### src/rtl/bcd_countdown_timer_pkg.sv
// Shared types and constants for the BCD countdown timer.
// The optional periodic mode is enabled by defining BCD_COUNTDOWN_AUTO_RELOAD_EN.
package bcd_countdown_timer_pkg;

    localparam int DIGIT_W = 4;
    localparam logic [DIGIT_W-1:0] BCD_MAX_DIGIT = 4'd9;

    typedef enum logic [1:0] {
        IDLE  = 2'd0,
        RUN   = 2'd1,
        PAUSE = 2'd2,
        DONE  = 2'd3
    } state_t;

endpackage

### src/rtl/bcd_countdown_timer_digit_down.sv
// One BCD digit of the down counter: decrements on dec_in and borrows at 0.
// Part of bcd_countdown_timer (see BCD_COUNTDOWN_AUTO_RELOAD_EN in the top).
module bcd_digit_down
    import bcd_countdown_timer_pkg::*;
(
    input  logic [DIGIT_W-1:0] digit,
    input  logic               dec_in,
    output logic [DIGIT_W-1:0] next_digit,
    output logic               borrow_out
);

    always_comb begin
        next_digit = digit;
        if (dec_in) begin
            next_digit = (digit == '0) ? BCD_MAX_DIGIT : digit - 4'd1;
        end
    end

    assign borrow_out = (digit == '0) && dec_in;

endmodule

### src/rtl/bcd_countdown_timer.sv
// Loadable BCD countdown timer with start/pause/resume control and a done pulse.
// Define BCD_COUNTDOWN_AUTO_RELOAD_EN to make it a periodic timer reloading the last load value.
module bcd_countdown_timer
    import bcd_countdown_timer_pkg::*;
#(
    parameter int DIGITS = 3
) (
    input  logic                   clk,
    input  logic                   reset_n,
    input  logic                   load,
    input  logic [4*DIGITS-1:0]    load_val,
    input  logic                   start,
    input  logic                   pause,
    input  logic                   tick_en,
    output logic [4*DIGITS-1:0]    q,
    output logic                   busy,
    output logic                   done,
    output logic                   err
);

    localparam int W = DIGIT_W * DIGITS;

    state_t         state_reg;
    logic [W-1:0]   q_reg;
    logic           busy_reg;
    logic           done_reg;
    logic           err_reg;
`ifdef BCD_COUNTDOWN_AUTO_RELOAD_EN
    logic [W-1:0]   reload_reg;
`endif

    logic [W-1:0]   q_dec;
    logic [DIGITS:0] borrow;
    logic [DIGITS-1:0] nibble_ok;
    logic           load_ok;
    logic           terminal;

    // Borrow chain: the unit digit always decrements, the top borrow flags q==0.
    assign borrow[0] = 1'b1;

    generate
        for (genvar gi = 0; gi < DIGITS; gi++) begin : g_digit
            bcd_digit_down u_digit (
                .digit      (q_reg[gi*DIGIT_W +: DIGIT_W]),
                .dec_in     (borrow[gi]),
                .next_digit (q_dec[gi*DIGIT_W +: DIGIT_W]),
                .borrow_out (borrow[gi+1])
            );
            assign nibble_ok[gi] = (load_val[gi*DIGIT_W +: DIGIT_W] <= BCD_MAX_DIGIT);
        end
    endgenerate

    assign load_ok  = &nibble_ok;
    // Reaching zero on this tick, or already at zero (never wrap to all nines).
    assign terminal = borrow[DIGITS] || (q_dec == '0);

    always_ff @(posedge clk or negedge reset_n) begin
        if (!reset_n) begin
            state_reg  <= IDLE;
            q_reg      <= '0;
            busy_reg   <= 1'b0;
            done_reg   <= 1'b0;
            err_reg    <= 1'b0;
`ifdef BCD_COUNTDOWN_AUTO_RELOAD_EN
            reload_reg <= '0;
`endif
        end else begin
            done_reg <= 1'b0;
            case (state_reg)
                IDLE, PAUSE, DONE: begin
                    if (load) begin
                        if (load_ok) begin
                            q_reg   <= load_val;
                            err_reg <= 1'b0;
`ifdef BCD_COUNTDOWN_AUTO_RELOAD_EN
                            reload_reg <= load_val;
`endif
                            if (state_reg == DONE) begin
                                state_reg <= IDLE;
                            end
                        end else begin
                            err_reg <= 1'b1;
                        end
                    end else if (start && state_reg != DONE) begin
                        if (q_reg != '0) begin
                            state_reg <= RUN;
                            busy_reg  <= 1'b1;
                        end else begin
                            state_reg <= DONE;
                            busy_reg  <= 1'b0;
                            done_reg  <= 1'b1;
                        end
                    end
                end
                RUN: begin
                    if (pause) begin
                        state_reg <= PAUSE;
                    end else if (tick_en) begin
                        if (terminal) begin
                            done_reg <= 1'b1;
`ifdef BCD_COUNTDOWN_AUTO_RELOAD_EN
                            if (reload_reg != '0) begin
                                q_reg <= reload_reg;
                            end else begin
                                q_reg     <= '0;
                                state_reg <= DONE;
                                busy_reg  <= 1'b0;
                            end
`else
                            q_reg     <= '0;
                            state_reg <= DONE;
                            busy_reg  <= 1'b0;
`endif
                        end else begin
                            q_reg <= q_dec;
                        end
                    end
                end
                default: begin
                    state_reg <= IDLE;
                    busy_reg  <= 1'b0;
                end
            endcase
        end
    end

    assign q    = q_reg;
    assign busy = busy_reg;
    assign done = done_reg;
    assign err  = err_reg;

endmodule

### config.mk
export PLATFORM = sky130hd
export DESIGN_NAME = bcd_countdown_timer
export DESIGN_NICKNAME = d
export VERILOG_FILES = /design/src/rtl/bcd_countdown_timer_pkg.sv /design/src/rtl/bcd_countdown_timer_digit_down.sv /design/src/rtl/bcd_countdown_timer.sv
export SDC_FILE = /design/constraint.sdc
export NUM_CORES = 1
export LEC_CHECK = 0
export CORE_MARGIN = 8
export CORE_UTILIZATION = 49
export DETAILED_ROUTE_END_ITERATION = 6
export PLACE_DENSITY = 0.84
export SLEW_MARGIN = 20
export SYNTH_ARGS = -nofsm -noshare
export SYNTH_HDL_FRONTEND = slang
export SYNTH_SLANG_ARGS = --single-unit
### constraint.sdc
create_clock -name clk -period 3.26 [get_ports clk]
set_clock_uncertainty 0.2 [all_clocks]
set_input_delay 0.652 -clock clk [delete_from_list [all_inputs] [get_ports clk]]
set_output_delay 0.652 -clock clk [all_outputs]
set_load 0.02 [all_outputs]
# Yosys cells after proc, flatten, opt, wreduce, memory -nomap -nowiden
# Cells that the tools add are included.
dict set report word_totals {
  register_bits 17
  latch_bits 0
  mem_bits_rw 0
  rom_bits 0
  input_bits 18
  output_inout_bits 15
  word_cells 78
  memories 0
}
dict set report op_classes {
  addsub 3
  mul 0
  div 0
  n_lt_le_gt_ge 3
  n_eq_ne 16
  shifts 0
  n_mux 35
  bitwise_logic 0
  reduce_logical 16
}
# op count
set op_table {}
lappend op_table {{12-bit two-way mux} 5}
lappend op_table {{12-bit case mux with 2 select lines} 1}
lappend op_table {{4-bit two-way mux} 5}
lappend op_table {{2-bit two-way mux} 8}
lappend op_table {{2-bit != test (second input constant)} 8}
lappend op_table {{3-bit != test (second input constant)} 5}
lappend op_table {{1-bit two-way mux} 13}
lappend op_table {{4-bit <= comparator (second input constant)} 3}
lappend op_table {{12-bit zero test} 1}
lappend op_table {{4-bit zero test} 3}
lappend op_table {{12-bit nonzero test} 1}
lappend op_table {{4-bit by 1-bit subtractor with 4-bit output (second input constant)} 3}
lappend op_table {{5-bit AND reduction} 2}
lappend op_table {{2-bit equality test (second input constant)} 2}
lappend op_table {{1-bit case mux with 2 select lines} 2}
lappend op_table {{2-bit case mux with 2 select lines} 1}
lappend op_table {{4-bit AND reduction} 1}
lappend op_table {{1-bit logical AND} 3}
lappend op_table {{3-bit AND reduction} 1}
lappend op_table {{3-bit OR reduction} 1}
lappend op_table {{2-bit by 1-bit equality test with 1-bit output (second input constant)} 1}
lappend op_table {{2-bit zero test} 1}
lappend op_table {{2-bit AND reduction} 1}
lappend op_table {{1-bit logical OR} 1}

# Depth between registers and ports, before layout
dict set report depth {
  word_depth 9
  depth_mapped 6
  ltp_nobuf 5
}

# Cells and area by module
# From an unflattened synthesis, not the netlist that was laid out.
dict set report unflattened {
  hier_cells 141
  hier_area_um2 1267.5
}
# module n_inst cells_per_inst area_each_um2 seq_area_each_um2
set by_module_without_submodules {}
lappend by_module_without_submodules {bcd_countdown_timer 1 108 1031.0 425.4}
lappend by_module_without_submodules {bcd_digit_down 3 11 78.8 0.0}

# Worst setup path before layout
# Ideal clock, no wire load.
dict set report synth_path {
  path_type {reg2reg}
  start {reg q_reg[3], in the netlist q[3]}
  end {reg q_reg[8], in the netlist q[8]}
  setup_time_ns 0.140
  arrival_ns 1.772
  required_time_ns 2.920
  slack_ns 1.148
  path_stages_with_launch 6
  n_path_buf 0
  synth_period_minus_slack_ns 2.112
  path_cell_list {dfrtp_1 -> or4_4 -> nand2b_4 -> or3_1 -> mux2i_1 -> o211ai_1}
}
dict set report synth_via {
  elab_chain_cells 9
  elab_cells_between_ends 13
  classes_between {1 x add/sub; 7 x mux; 5 x reduce/logical}
}
# item line
set synth_rtl {}
lappend synth_rtl {{start: declaration} bcd_countdown_timer.sv:24} ;# logic [W-1:0] q_reg;
lappend synth_rtl {{start signal: assignment} bcd_countdown_timer.sv:73} ;# q_reg <= load_val;
lappend synth_rtl {{start signal: assignment} bcd_countdown_timer.sv:115} ;# q_reg <= q_dec;
lappend synth_rtl {{parallel branches: the longest is 5 deep, another holds 4-bit by 1-bit subtractor with 4-bit output} n/a}
lappend synth_rtl {{12-bit two-way mux *} bcd_countdown_timer.sv:99} ;# if (terminal) begin
lappend synth_rtl {{12-bit two-way mux *} bcd_countdown_timer.sv:98} ;# end else if (tick_en) begin
lappend synth_rtl {{12-bit two-way mux *} bcd_countdown_timer.sv:96} ;# if (pause) begin
lappend synth_rtl {{12-bit case mux with 2 select lines *} bcd_countdown_timer.sv:69} ;# case (state_reg)
# Every way passes the cells marked *. The select of a mux whose other input is x is not followed.
# A chain may end at the register's enable or synchronous reset.

# Worst setup path after layout
dict set report layout_path {
  start {in load_val[10]}
  end {reg q_reg[6], in the netlist q[6]}
}
dict set report layout_via {
  elab_chain_cells 4
}
# item line
set layout_rtl {}
lappend layout_rtl {{start: declaration} bcd_countdown_timer.sv:11} ;# input logic [4*DIGITS-1:0] load_val,
lappend layout_rtl {{4-bit <= comparator} bcd_countdown_timer.sv:49} ;# assign nibble_ok[gi] = (load_val[gi*DIGIT_W +: DIGIT_W] <= BCD_MAX_DIGIT);
lappend layout_rtl {{3-bit AND reduction} bcd_countdown_timer.sv:53} ;# assign load_ok = &nibble_ok;
lappend layout_rtl {{2-bit != test (no source line)} n/a}
lappend layout_rtl {{4-bit AND reduction (no source line)} n/a}
# No other way between the ends.

==> reports/summary.txt <==
Post-synth cell types: 36
Via density: 5.89
Row cnt: 16
Clock slew at reported path FFs: 0.11 ns
Worst VDD drop: 0.531 mV
Setup TNS: 0 ns
Number of synthesized flops with an enable pin: 0
Syn Area/Cell: 8.32 µm²
Longest Clk Path Bufs: 2
Fin crit period: 2.45 ns
Simple-gate share of the synthesized area: 0.277
Die height: 62.1 µm
Sequential-to-total area share from yosys stat: 0.409
DRT antenna net count: 0
Status: complete, no violations
Top cells by area, synth: dfrtp_1 (41%), a21oi_1 (7.2%), o21ai_0 (6.7%)
Max reg flops: 12
Clock latency on the worst-skew pair: 0.29 ns
Post-CTS setup buffer count: 0
Compound-Gate Fraction of Synth Area: 0.284
Cell internal pwr: 0.654 mW
Switching Share: 0.459
Share of cells above drive strength 1: 0.0750
Mux share of post-synthesis cell area: 0.00963
Initial Util: 0.525
Top FF cell, synth: dfrtp_1
Post-CTS Resized: 0
Crit path max-delay family: compound AO/OA/AOI/OAI gates
Slew Viols, Final: 0
P_sw: 0.555 mW
Sequential power share: 0.355
PortBufs: 32
Worst slew pin tran: 0.770 ns
Synthesized flop and latch total: 17
Leak: 0.561 nW
First-pass GRT wire length: 4930 µm
Category of the most critical setup path: input port to flip-flop
Vias in the first global route: 1122
DRC: 0
Clock share of power: 0.094
Max_slew headroom: 0.487
Critical Path, Cell by Cell: clkdlybuf4s50_1 -> o21ai_0 -> nand3_1 -> o21ai_1 -> o21ai_0 -> a22o_1
Initial antenna violation count: 0
Total CTS buffers: 3
Remaining Overflow, GRT: 0
Largest net degree at the start of global routing: 22
Crit start category: input port
CP required: 3.24 ns
I/O Pins: 33
Design area: 0.00143 mm²
Post-synthesis net count: 143
Max Fclk: 0.408 GHz
Routed via count: 1101
Worst endpoint data arrival time: 2.44 ns
Async SR Flop Fraction: 1.00
Filler cells: 150
Iteration-0 DRC Markers: 16
Slowest Stage Delay on Critical Path: 0.48 ns
Final hold violations: 0
CTS tree: yes
Mapped Cells: 125
Net count, final: 179
Crit. End Element: flip-flop
Final Wtd Congestion: 0.880
Die width: 62.1 µm
Root Driver: clkbuf_4
Total Wirelength: 2940 µm
Synth top area share: 0.409
Placed Area: 0.00140 mm²
Max FO, Critical Path: 9
All-Layer GR Usage: 0.167
Pwr/cell area: 848 mW/mm²
CTS sink cnt: 17
Ant diodes: 0
Wire length per cell: 15.7 µm
Yosys warns: 0
Most Frequent Cell on Critical Path: o21ai_0
Synth Area in XOR/XNOR: 0
DIE AREA: 0.00385 mm²
Main combinational cell family by area after synthesis: compound AO/OA/AOI/OAI gates
P&R area growth vs syn: 37.2%
Max-Cap Viols: 0
Tcrit/Tclk final: 0.753
Mapped Area: 0.00104 mm²
Slowest CP cell: o21ai_1
Drt pass-1 iters: 4
Adder-cell share of the synthesized area: 0
Hpwl dp: 2230 µm
Hold_buf cts: 0
Hold WC Path Type: flip-flop to flip-flop
CP Buf/Inv Count: 1
Htree depth: 1
Area leader, netlist: dfrtp_1
RSZ-0062 raised after global routing: false
Core footprint: 0.00198 mm²
Finish-stage setup viols: 0
Logic pwr share: 0.551
-- worst paths after layout --
| kind | end | from | depth (start not counted) | slack [ns] |
|---|---|---|---|---|
| max | q[6] | load_val[10] | 6 | 0.81 |
| min | busy | busy | 1 | 0.32 |
| max reg2reg | q[6] | state_reg[0] | 5 | 0.81 |
| min reg2reg | busy | busy | 1 | 0.32 |
| max in group asynchronous | q[4] | reset_n | 1 | 1.79 |
| min in group asynchronous | q[5] | reset_n | 1 | 0.60 |
-- worst reg2reg max path, delay by kind of cell, from the launching register on --
| kind | cells | cell delay, ns |
|---|---|---|
| and+or+nand+nor | 2 | 0.74 |
| DFF | 1 | 0.46 |
| AOI/OAI and AO/OA | 3 | 0.96 |
-- cell usage in the layout (no fill, tap or decap), types with 3 or more instances in the layout --
cell,n
clkdlybuf4s50_1,32
dfrtp_1,17
nor2_1,16
a21oi_1,15
o21ai_0,14
nand2_1,10
nor3_1,5
o21ai_1,5
nor4_1,4
nand2b_1,3
a22o_1,3
clkbuf_4,3
buf_4,3
-- routing by layer --
metal,vias to the layer above,part of all wire,global-route usage,routed length [µm]
li1,535,-,-,-
met1,516,0.44,0.200,1300
met2,46,0.47,0.288,1390
met3,4,0.074,0.0391,218
met4,0,0.010,0.0487,30
met5,-,0,0,0
-- synthesized netlist by cell type, types with 2 or more instances --
library cell,instances
nor4_1,4
a21oi_1,15
and2_1,2
nor2_1,16
nand3_1,2
dfrtp_1,17
o21ai_1,5
nor2b_1,2
a22o_1,3
o211ai_1,2
o21ai_0,14
nand2_1,10
or3_1,2
nand2b_1,3
or4_4,2
o2bb2ai_1,2
nor3_1,5
-- cell type report --
type,count,area [µm²],area share
multi-input cells,103,593,0.416
flip-flops and latches,17,425,0.298
repair buffers,35,343,0.240
well taps,27,33.8,0.0237
clock buffers,3,22.5,0.0158
clock inverters,1,5.00,0.00351
inverters,1,3.75,0.00263
-- through the flow --
| stage | util | setup WS, ns | std cells | hold WS (ns) | power [mW] |
|---|---|---|---|---|---|
| global route | 0.720 | 0.703 | 187 | 0.356 | 1.29 |
| CTS | 0.720 | 0.868 | 187 | 0.325 | 1.21 |
| detailed placement | 0.706 | 0.557 | 183 | 0.297 | 1.09 |
| finish | 0.720 | 0.807 | 187 | 0.319 | 1.21 |
| global placement | 0.706 | 0.643 | 183 | 0.286 | 1.08 |
| floorplan | - | 1.15 | 125 | 0.156 | 0.808 |
-- kinds of logic after synthesis --
group                  after synthesis
buffers and inverters                5
muxes                                1
DFF                                 17
AOI/OAI and AO/OA                   48
and+or+nand+nor                     54
-- power by group through the flow --
stage	Combinational, mW	Clock, mW	Sequential [mW]
CTS	0.667	0.118	0.427
global placement	0.654	0	0.426
detailed placement	0.663	0	0.431
floorplan	0.303	0	0.505
finish	0.666	0.114	0.429
global route	0.714	0.127	0.447
No activity file was read; power rests on OpenSTA's default activity.
